File: config.mk
export PLATFORM = sky130hd
export DESIGN_NAME = timer_multi
export DESIGN_NICKNAME = d
export VERILOG_FILES = /design/src/rtl/timer_multi.sv
export SDC_FILE = /design/constraint.sdc
export NUM_CORES = 1
export LEC_CHECK = 0
export CORE_MARGIN = 4
export CORE_UTILIZATION = 50
export CTS_CLUSTER_DIAMETER = 40
export DETAILED_ROUTE_END_ITERATION = 10
export PLACE_DENSITY = 0.67
export SYNTH_ARGS = -nofsm -noshare
export SYNTH_HDL_FRONTEND = slang
export SYNTH_SLANG_ARGS = --single-unit
File: constraint.sdc
create_clock -name clk -period 4.7 [get_ports clk]
set_input_delay 0.47 -clock clk [delete_from_list [all_inputs] [get_ports clk]]
set_output_delay 0.47 -clock clk [all_outputs]
set_load 0.05 [all_outputs]
File: src/rtl/timer_multi.sv
// rtl/timer_multi.sv - multi-channel timer with shared prescaler, W1C status, bus slave
module timer_multi #(
   parameter int NUM_CH  = 4,
   parameter int CNT_W   = 32,
   parameter int PRESC_W = 16,
   parameter int ADDR_W  = 5
) (
   input  logic              clk,
   input  logic              reset,
   input  logic              cs_,
   input  logic              as_,
   input  logic              rw,
   input  logic [ADDR_W-1:0] addr,
   input  logic [31:0]       wr_data,
   output logic [31:0]       rd_data,
   output logic              rdy_,
   output logic              irq
);
   localparam int SLOT_W = ADDR_W - 2;
   localparam logic [SLOT_W-1:0] STAT_SLOT = SLOT_W'(NUM_CH);

   logic [NUM_CH-1:0]  start_q, start_d, mode_q, mode_d, ie_q, ie_d;
   logic [NUM_CH-1:0]  status_q, status_d, expire;
   logic [CNT_W-1:0]   expr_q [NUM_CH];
   logic [CNT_W-1:0]   expr_d [NUM_CH];
   logic [CNT_W-1:0]   cnt_q  [NUM_CH];
   logic [CNT_W-1:0]   cnt_d  [NUM_CH];
   logic [PRESC_W-1:0] presc_q, presc_d, pcnt_q, pcnt_d;
   logic [31:0]        rd_data_q, rd_data_d;
   logic               rdy_q, rdy_d, irq_q, irq_d;
   logic               access, wr_en, rd_en, tick;
   logic [SLOT_W-1:0]  slot;
   logic [1:0]         reg_sel;

   assign access  = !cs_ && !as_;
   assign wr_en   = access && !rw;
   assign rd_en   = access && rw;
   assign slot    = addr[ADDR_W-1:2];
   assign reg_sel = addr[1:0];
   assign tick    = (pcnt_q == presc_q);

   // Free-running prescaler; a PRESC write restarts the phase from zero.
   always_comb begin
      presc_d = presc_q;
      pcnt_d  = tick ? '0 : pcnt_q + PRESC_W'(1);
      if (wr_en && slot == STAT_SLOT && reg_sel == 2'd1) begin
         presc_d = wr_data[PRESC_W-1:0];
         pcnt_d  = '0;
      end
   end

   always_comb begin
      start_d  = start_q;
      mode_d   = mode_q;
      ie_d     = ie_q;
      status_d = status_q;
      expire   = '0;
      for (int i = 0; i < NUM_CH; i++) begin
         expr_d[i] = expr_q[i];
         cnt_d[i]  = cnt_q[i];
         if (wr_en && slot == SLOT_W'(i) && reg_sel == 2'd2) begin
            cnt_d[i] = wr_data[CNT_W-1:0];
         end else if (start_q[i] && tick && cnt_q[i] == expr_q[i]) begin
            expire[i] = 1'b1;
            cnt_d[i]  = '0;
            if (!mode_q[i]) start_d[i] = 1'b0;
         end else if (start_q[i] && tick) begin
            cnt_d[i] = cnt_q[i] + CNT_W'(1);
         end
         // Bus CTRL write overrides the one-shot auto-clear above.
         if (wr_en && slot == SLOT_W'(i) && reg_sel == 2'd0) begin
            ie_d[i]    = wr_data[2];
            mode_d[i]  = wr_data[1];
            start_d[i] = wr_data[0];
         end
         if (wr_en && slot == SLOT_W'(i) && reg_sel == 2'd1) begin
            expr_d[i] = wr_data[CNT_W-1:0];
         end
      end
      if (wr_en && slot == STAT_SLOT && reg_sel == 2'd0) begin
         status_d = status_q & ~wr_data[NUM_CH-1:0];
      end
      status_d = status_d | expire;
      irq_d    = |(status_d & ie_d);
   end

   always_comb begin
      rd_data_d = '0;
      rdy_d     = !access;
      if (rd_en) begin
         for (int i = 0; i < NUM_CH; i++) begin
            if (slot == SLOT_W'(i)) begin
               case (reg_sel)
                  2'd0:    rd_data_d = {29'd0, ie_q[i], mode_q[i], start_q[i]};
                  2'd1:    rd_data_d = 32'(expr_q[i]);
                  2'd2:    rd_data_d = 32'(cnt_q[i]);
                  default: rd_data_d = '0;
               endcase
            end
         end
         if (slot == STAT_SLOT) begin
            case (reg_sel)
               2'd0:    rd_data_d = 32'(status_q);
               2'd1:    rd_data_d = 32'(presc_q);
               default: rd_data_d = '0;
            endcase
         end
      end
   end

   always_ff @(posedge clk or negedge reset) begin
      if (!reset) begin
         start_q   <= '0;
         mode_q    <= '0;
         ie_q      <= '0;
         status_q  <= '0;
         expr_q    <= '{default: '0};
         cnt_q     <= '{default: '0};
         presc_q   <= '0;
         pcnt_q    <= '0;
         rd_data_q <= '0;
         rdy_q     <= 1'b1;
         irq_q     <= 1'b0;
      end else begin
         start_q   <= start_d;
         mode_q    <= mode_d;
         ie_q      <= ie_d;
         status_q  <= status_d;
         expr_q    <= expr_d;
         cnt_q     <= cnt_d;
         presc_q   <= presc_d;
         pcnt_q    <= pcnt_d;
         rd_data_q <= rd_data_d;
         rdy_q     <= rdy_d;
         irq_q     <= irq_d;
      end
   end

   assign rd_data = rd_data_q;
   assign rdy_    = rdy_q;
   assign irq     = irq_q;
endmodule

After elaboration in Yosys (flattened, before gate mapping)
Index checks and enable logic that the tools add are counted.

Add/subtract/negate cells: 5. Eq/ne operators: 19. Multiplexer cells: 54. Bitwise logic cells: 4. Reductions and logical operators: 49.

Operators with widths (number): two-way mux 32 bit (18); case mux 32 bit (3 select lines) (4); adder 32 x 1 -> 32 bit, second input constant (4); equality test 32 bit (4); two-way mux 16 bit (2); case mux 16 bit (2 select lines) (1); logical AND 1 bit (30); two-way mux 1 bit (28); adder 16 x 1 -> 16 bit, second input constant (1); equality test 16 bit (1); != test 2 x 1 -> 1 bit, second input constant (8); AND reduction 3 bit (4); nonzero test 3 bit (4); AND 4 bit (2); nonzero test 2 bit (4); equality test 3 x 2 -> 1 bit, second input constant (2); zero test 1 bit (4); two-way mux 4 bit (1); NOT 4 bit (1); bitwise OR 4 bit (1); OR reduction 4 bit (1); equality test 3 x 1 -> 1 bit, second input constant (1); equality test 3 bit, second input constant (1); zero test 3 bit (1); other kinds (3) (3).

Register bits after elaboration: 338. Input port bits: 42. Output and inout port bits: 34. Logic and storage cells: 154.

Depth between registers and ports, before layout
Gate-level depths: netlist of the first run.

Depth after elaboration: 9. Mapped depth: 10. Depth with buffers taken out: 8.

Least setup slack after synthesis of the first run
OpenSTA, ideal clock, no wires.

Path kind: in2reg. Start point: in as_. End point: reg irq_q, in the netlist irq. Library setup time: 0.131 ns. Arrival: 2.218 ns. Data required time: 4.569 ns. Setup slack: 2.351 ns. Stages on the path: 7. Path buffers: 0. Cell sequence: or3_1 nor4b_2 nand2b_1 mux2_2 nand3_1 nand4_1 or3_1.

Elaborated cells on any way between the ends: 29. Classes of those cells: mux (9); bitwise (2); reduce/logical (18).

RTL lines: start: declaration (line 11) `input logic as_,`; zero test 1 bit (line 35) `assign access = !cs_ && !as_;`; logical AND 1 bit (line 35); logical AND 1 bit (line 36) `assign wr_en = access && !rw;`; logical AND 1 bit (2 in series) (line 71) `if (wr_en && slot == SLOT_W'(i) && reg_sel == 2'd0) begin`; two-way mux 1 bit (line 71); via ie_d[1] (line 22) `logic [NUM_CH-1:0] start_q, start_d, mode_q, mode_d, ie_q, ie_d;`; AND 4 bit (line 84) `irq_d = |(status_d & ie_d);`; OR reduction 4 bit (line 84); via irq_d (line 30) `logic rdy_q, rdy_d, irq_q, irq_d;`; end signal: assignment (line 135) `irq_q <= irq_d;`; end: declaration (line 30).

The timed path passes the listed nets, and every way through them passes these cells. A chain may end at the register's enable or synchronous reset.

Worst setup path after layout of the first run
Start point: reg presc_q[0]. End point: reg cnt_q[127] (netlist name).

Cells in the longest elaborated chain, start to end: 5. Elaborated cells on any way between the ends: 6. Classes of those cells: eq/ne (1); mux (2); reduce/logical (3).

Ends and longest elaborated chain: start: declaration (line 28) `logic [PRESC_W-1:0] presc_q, presc_d, pcnt_q, pcnt_d;`; start signal: assignment (line 131) `presc_q <= presc_d;`; equality test 16 bit * (line 40) `assign tick = (pcnt_q == presc_q);`; logical AND 1 bit * (line 63, 67); logical AND 1 bit (line 63) `end else if (start_q[i] && tick && cnt_q[i] == expr_q[i]) begin`; two-way mux 32 bit (line 63); two-way mux 32 bit (line 61) `if (wr_en && slot == SLOT_W'(i) && reg_sel == 2'd2) begin`; end signal: assignment (line 130) `cnt_q <= cnt_d;`; end: declaration (line 26) `logic [CNT_W-1:0] cnt_q [NUM_CH];`.

Mark *: on every way between the ends. The rest lies on a longest branch, timed or not.

==> results.yml, run 1 <==
sta:
  min_period_over_period: 0.662
  period_needed_ns: 3.11
  setup_tns_ns: 0
  grt_setup_unrepaired: "false"
  maxSlewHeadroom: 0.181
  worstMarginPinSlew_ns: 1.22
  setup_violations: 0
  max_freq_ghz: 0.322
  slew_violations: 0
  hold_violations: 0
  clock-skew-final_ns: 0.0263
yosys:
  synth-edff-count: 0
  synth_top_area_frac: 0.426
  yosys.area.top_type: "dfrtp_1"
  synth_area_per_cell_um2: 9.19
  ys_ff_latch: 338
  netlist_area_mm2: 0.0198
  ys_warn_count: 0
  synth.yosys.seq_area_share: 0.427
  synthTopCellsByArea: "dfrtp_1 43%, mux2_2 8.4%, xor2_1 6.1%"
  async_flop_share: 1.00
  synth_cell_types: 74
  synthCells: 2155
  syn-num-nets: 2202
  synth_ff_type: "dfrtp_1"
setup_path:
  reg2regPathDepth: 8
  cp-start-kind: "flip-flop"
  crit_type: "flip-flop to flip-flop"
  reg2reg_setup_slack_ns: 1.59
  worstSetupEndpointType: "flip-flop"
  r2r-start: "presc_q[0]"
  crit_required_ns: 5.22
  timing.rr.end: "cnt_q[127]"
  cpPeakStageDelay_ns: 0.62
  path_cells: "xnor2_1 -> nand4_1 -> nor4_2 -> buf_4 -> and2_2 -> o21ai_1 -> or4_1 -> a31oi_1"
  cp.arrival_ns: 3.63
  slowest_stage: "or4_1"
  crit_fanout: 15
layout:
  final_nets: 2190
  syn_to_final_growth_pct: 15.9
  regArea_mm2: 0.00846
  post-route-util: 0.590
  drive_above_1_share: 0.149
  layout_commonest_cell: "dfrtp_1"
  nFillCells: 3391
  antenna_cells: 0
  layout_common_cells: "337 x dfrtp_1, 240 x nor2_1, 148 x mux2_2"
  multiInputGateArea_mm2: 0.0105
routing:
  route.vias.total: 18200
  detail_route.first_pass.iterations: 6
  drt-initial-drc-count: 2791
  ant_nets: 0
  via_per_inst: 6.72
  wl_per_cell_um: 27.2
  routed_wl_mm: 73.7
  drcViolationCount: 0
floorplanning:
  die_h_um: 207
  num_io_pins: 76
  fp.coreArea_mm2: 0.0389
  rows: 72
  die_area_mm2: 0.0429
  die_w_um: 207
  initial_utilization: 0.509
place:
  portBuffers: 75
  gp_congestion: 1.00
  dp_hpwl_mm: 50.8
global_routing:
  grt_max_degree: 125
  grt_pass1_wl_mm: 111
  globalRouteTotalUtil: 0.334
  antenna_found_initial: 0
  grt_overflow: 0
  first_global_vias: 17200
power:
  pwr_density_cell_mw_per_mm2: 433
  p_leak_uw: 0.00943
  ir_drop_v: 0.000297
clocking:
  cts_tree: "built"
  htreeDepth: 2
  clock_latency_ns: 0.61
  ctsRootBufferMaster: "clkbuf_16"
  numCtsBuffers: 57
  cts_sinks: 338
  path_clk_slew_ns: 0.06
  clk_path_buf_depth: 3
  cts.repair.resized: 0
run_status:
  outcome: "completed"
min_path:
  hold_path.class: "input port to async pin"
run:
  drv_cap: 0
-- per-layer routing --
layer,vias up,part of all wire,global-route usage
met4,0,0.053,0.145
met2,1153,0.41,0.463
li1,7894,-,-
met5,-,0,0
met1,8974,0.42,0.496
met3,182,0.12,0.0852
-- what timing repair did --
item / CTS / global route
hold endpoints to repair: 98 / 0
hold buffers: 1 / 0
buffers inserted: 0 / 0
-- Yosys cell counts, types with 4 or more instances --
cell / n
a211oi_1: 16
a21oi_1: 106
a221o_1: 6
a221oi_1: 75
a22oi_1: 50
a31oi_1: 102
a41oi_1: 5
and2_1: 8
and3_1: 20
and4_1: 4
buf_1: 35
buf_2: 12
clkbuf_1: 129
dfrtp_1: 337
ha_1: 5
inv_1: 20
mux2_2: 148
mux2i_1: 14
nand2_1: 138
nand2b_1: 5
nand3_1: 73
nand3b_1: 15
nand4_1: 39
nand4b_1: 14
nor2_1: 242
nor2b_1: 28
nor3_1: 22
nor3_2: 4
nor4_1: 50
o211ai_1: 12
o21ai_0: 130
o22ai_1: 4
o311ai_0: 5
o31ai_1: 4
or3_1: 49
or4_1: 10
xnor2_1: 25
xor2_1: 139
-- worst max-delay path, delay by kind of cell, from the launching register on --
family	cells	cell delay, ns
xor+xnor	1	0.20
compound gates	2	0.62
buf+inv	1	0.29
flops	1	0.48
simple gates	4	1.41
-- where the power goes --
| part | switching (uW) | internal, uW | total, uW |
|---|---|---|---|
| sequential | 492 | 3190 | 3680 |
| combinational | 938 | 612 | 1550 |
| clock | 1630 | 3070 | 4700 |
| total | 3060 | 6870 | 9930 |
-- registers in the layout (all words and copies together) (netlist names), 4 cells and up --
name / count
cnt_q: 128
ie_q: 4
pcnt_q: 16
presc_q: 16
status_q: 4
mode_q: 4
start_q: 4
rd_data: 32
expr_q: 128
-- cells by family after synthesis --
family / share of synthesized area
compound gates: 0.173
xor+xnor: 0.0725
fa+ha+maj: 0.00316
buf+inv: 0.0421
flops: 0.427
mux: 0.0912
simple gates: 0.190
-- cell type report --
type | count | share of cell area
multi-input cells | 1613 | 0.459
flip-flops and latches | 338 | 0.369
clock buffers | 65 | 0.0666
repair buffers | 113 | 0.0472
well taps | 518 | 0.0282
clock inverters | 41 | 0.0268
inverters | 20 | 0.00327
-- worst max path at each step --
stage	start	to	slack [ns]
final	presc_q[0]	cnt_q[127]	1.59
after global routing	presc_q[0]	cnt_q[127]	1.43
after CTS	presc_q[0]	cnt_q[127]	1.65
after detailed placement	addr[0]	rd_data[7]	1.13
after global placement	addr[0]	rd_data[9]	1.16
after floorplan	as_	irq	2.35
-- metrics by stage --
step	instance area, um^2	hold slack (ns)	setup WS, ns	instances	total power, uW
CTS	23000	0.513	1.65	2708	9890
detailed placement	20800	0.527	1.13	2601	5210
global placement	20800	0.517	1.16	2601	5170
finish	23000	0.514	1.59	2708	9930
floorplan	19800	0.174	2.35	2155	4580
global route	23000	0.561	1.43	2708	10300
Power figures use the tool's default switching activity.
==> run 2, diff against run 1 <==
Settings changed: PLACE_DENSITY 0.67 to 0.7.
Clock period 4.7 ns to 2.55 ns, I/O delays scaled along.
==> run 2 against run 1 <==
Effect of this change:
- core utilization up 5.5 points
- sequential share of layout area is 3.1 points lower
- setup slack worse by 1.6 ns
- critical path depth up 2
- largest cell class unchanged
- combinational power is 130% higher
- via count rose by 5.9%
==> results.yml, run 2 (synthesized netlist as in run 1, its figures left out) <==
layout:
  syn_to_final_growth_pct: 26.6
  layout_common_cells: "328 x dfrtp_1, 233 x nor2_1, 208 x buf_4"
  multiInputGateArea_mm2: 0.0107
  antenna_cells: 0
  regArea_mm2: 0.00847
  final_nets: 2399
  nFillCells: 3159
  layout_commonest_cell: "dfrtp_1"
  drive_above_1_share: 0.241
sta:
  maxSlewHeadroom: 0.408
  hold_violations: 0
  worstMarginPinSlew_ns: 0.887
  setup_violations: 0
  slew_violations: 0
  worst_slack_ns: 0.0173
  grt_setup_unrepaired: "true"
  min_period_over_period: 0.993
  max_freq_ghz: 0.395
  clock-skew-final_ns: 0.0303
  period_needed_ns: 2.53
floorplanning:
  num_io_pins: 76
  initial_utilization: 0.509
  fp.coreArea_mm2: 0.0389
  die_h_um: 207
  die_w_um: 207
  rows: 72
  die_area_mm2: 0.0429
clocking:
  numCtsBuffers: 61
  cts_sinks: 338
  ctsRootBufferMaster: "clkbuf_16"
  cts_tree: "built"
  clk_path_buf_depth: 3
  clock_latency_ns: 0.63
  htreeDepth: 2
  path_clk_slew_ns: 0.06
global_routing:
  globalRouteTotalUtil: 0.343
  antenna_found_initial: 3
  grt_pass1_wl_mm: 115
  first_global_vias: 18300
  grt_overflow: 0
  grt_max_degree: 70
setup_path:
  worstSetupEndpointType: "flip-flop"
  crit_family: "simple AND/OR/NAND/NOR gates"
  crit_type: "flip-flop to flip-flop"
  r2r-start: "presc_q[8]"
  reg2reg_setup_slack_ns: 0.02
  path_cells: "xnor2_1 -> nand4_1 -> nor4_2 -> buf_4 -> buf_12 -> and2_4 -> o21ai_2 -> buf_6 -> or4_1 -> a31oi_1"
  cp.arrival_ns: 3.08
  crit_fanout: 8
  slowest_stage: "or4_1"
  cp-start-kind: "flip-flop"
  timing.rr.end: "cnt_q[55]"
  worst-path-buf-inv: 3
  crit_required_ns: 3.10
  cpPeakStageDelay_ns: 0.46
  reg2regPathDepth: 10
place:
  dp_slack_ns: -0.0939
  dp_hpwl_mm: 54.6
  gp_congestion: 0.990
  portBuffers: 75
run:
  drv_cap: 0
routing:
  routed_wl_mm: 76.3
  ant_nets: 0
  drt-initial-drc-count: 2451
  wl_per_cell_um: 26.1
  via_per_inst: 6.60
  route.vias.total: 19300
  drcViolationCount: 0
  detail_route.first_pass.iterations: 6
run_status:
  outcome: "completed"
power:
  pwr_density_cell_mw_per_mm2: 757
  total_power_uw: 19000
  p_leak_uw: 0.0106
  ir_drop_v: 0.000496
min_path:
  hold_path.class: "input port to async pin"
[run 2: worst max-delay path by stage]
stage | startpoint | to | slack (ns) | depth (start not counted)
after detailed placement | addr[1] | rd_data[9] | -0.09 | 12
after global routing | presc_q[8] | cnt_q[46] | -0.08 | 10
after floorplan | cnt_q[122] | cnt_q[99] | 0.31 | 9
after CTS | pcnt_q[5] | cnt_q[55] | 0.02 | 10
final | presc_q[8] | cnt_q[55] | 0.02 | 10
after global placement | addr[1] | rd_data[25] | -0.08 | 8
[run 2: metrics by stage]
| step | hold slack, ns | setup TNS (ns) | instance area, um^2 | utilization | std cells |
|---|---|---|---|---|---|
| after detailed placement | 0.232 | -0.499 | 22500 | 0.578 | 2795 |
| final | 0.192 | 0 | 25100 | 0.644 | 2923 |
| after CTS | 0.192 | 0 | 24800 | 0.636 | 2912 |
| after global routing | 0.232 | -0.290 | 25100 | 0.644 | 2923 |
| after global placement | 0.238 | -0.383 | 22500 | 0.578 | 2795 |
| after floorplan | -0.0406 | 0 | 19800 | - | 2155 |
[run 2: worst register-to-register path: stages, from the launching register on]
cell and delay, ns:
dfrtp_2 0.44, xnor2_1 0.15, nand4_1 0.18, nor4_2 0.32, buf_4 0.23, buf_12 0.14, and2_4 0.15, o21ai_2 0.07
buf_6 0.14, or4_1 0.47, a31oi_1 0.17
[run 2: cell type report]
| type | instances | area share |
|---|---|---|
| sequential | 338 | 0.338 |
| clock inverter | 40 | 0.0206 |
| clock buffer | 76 | 0.0684 |
| tap | 518 | 0.0258 |
| multi-input combinational | 1613 | 0.428 |
| timing repair buffer | 318 | 0.116 |
| inverter | 20 | 0.00299 |
[run 2: timing repair]
action / 4_1_cts / 5_1_grt
buffers inserted: 0 / 10
hold buffers: 1 / 0
gates resized for setup: 1 / 58
setup endpoints to repair: 1 / 84
gates cloned: 0 / 1
hold endpoints to repair: 76 / 0
pin swaps: 0 / 18
[run 2: layer usage]
metal  global-route usage  vias up  part of all wire
met2                0.490     1195              0.42
li1                     -     8339                 -
met4                0.158        2             0.055
met1                0.490     9524              0.42
met3               0.0876      224              0.11
met5                    0        -          0.000092
[run 2: where the power goes]
part	internal [uW]	switching, uW
Clock	5650	3150
Sequential	5890	682
Combinational	1500	2100
Total	13000	5930
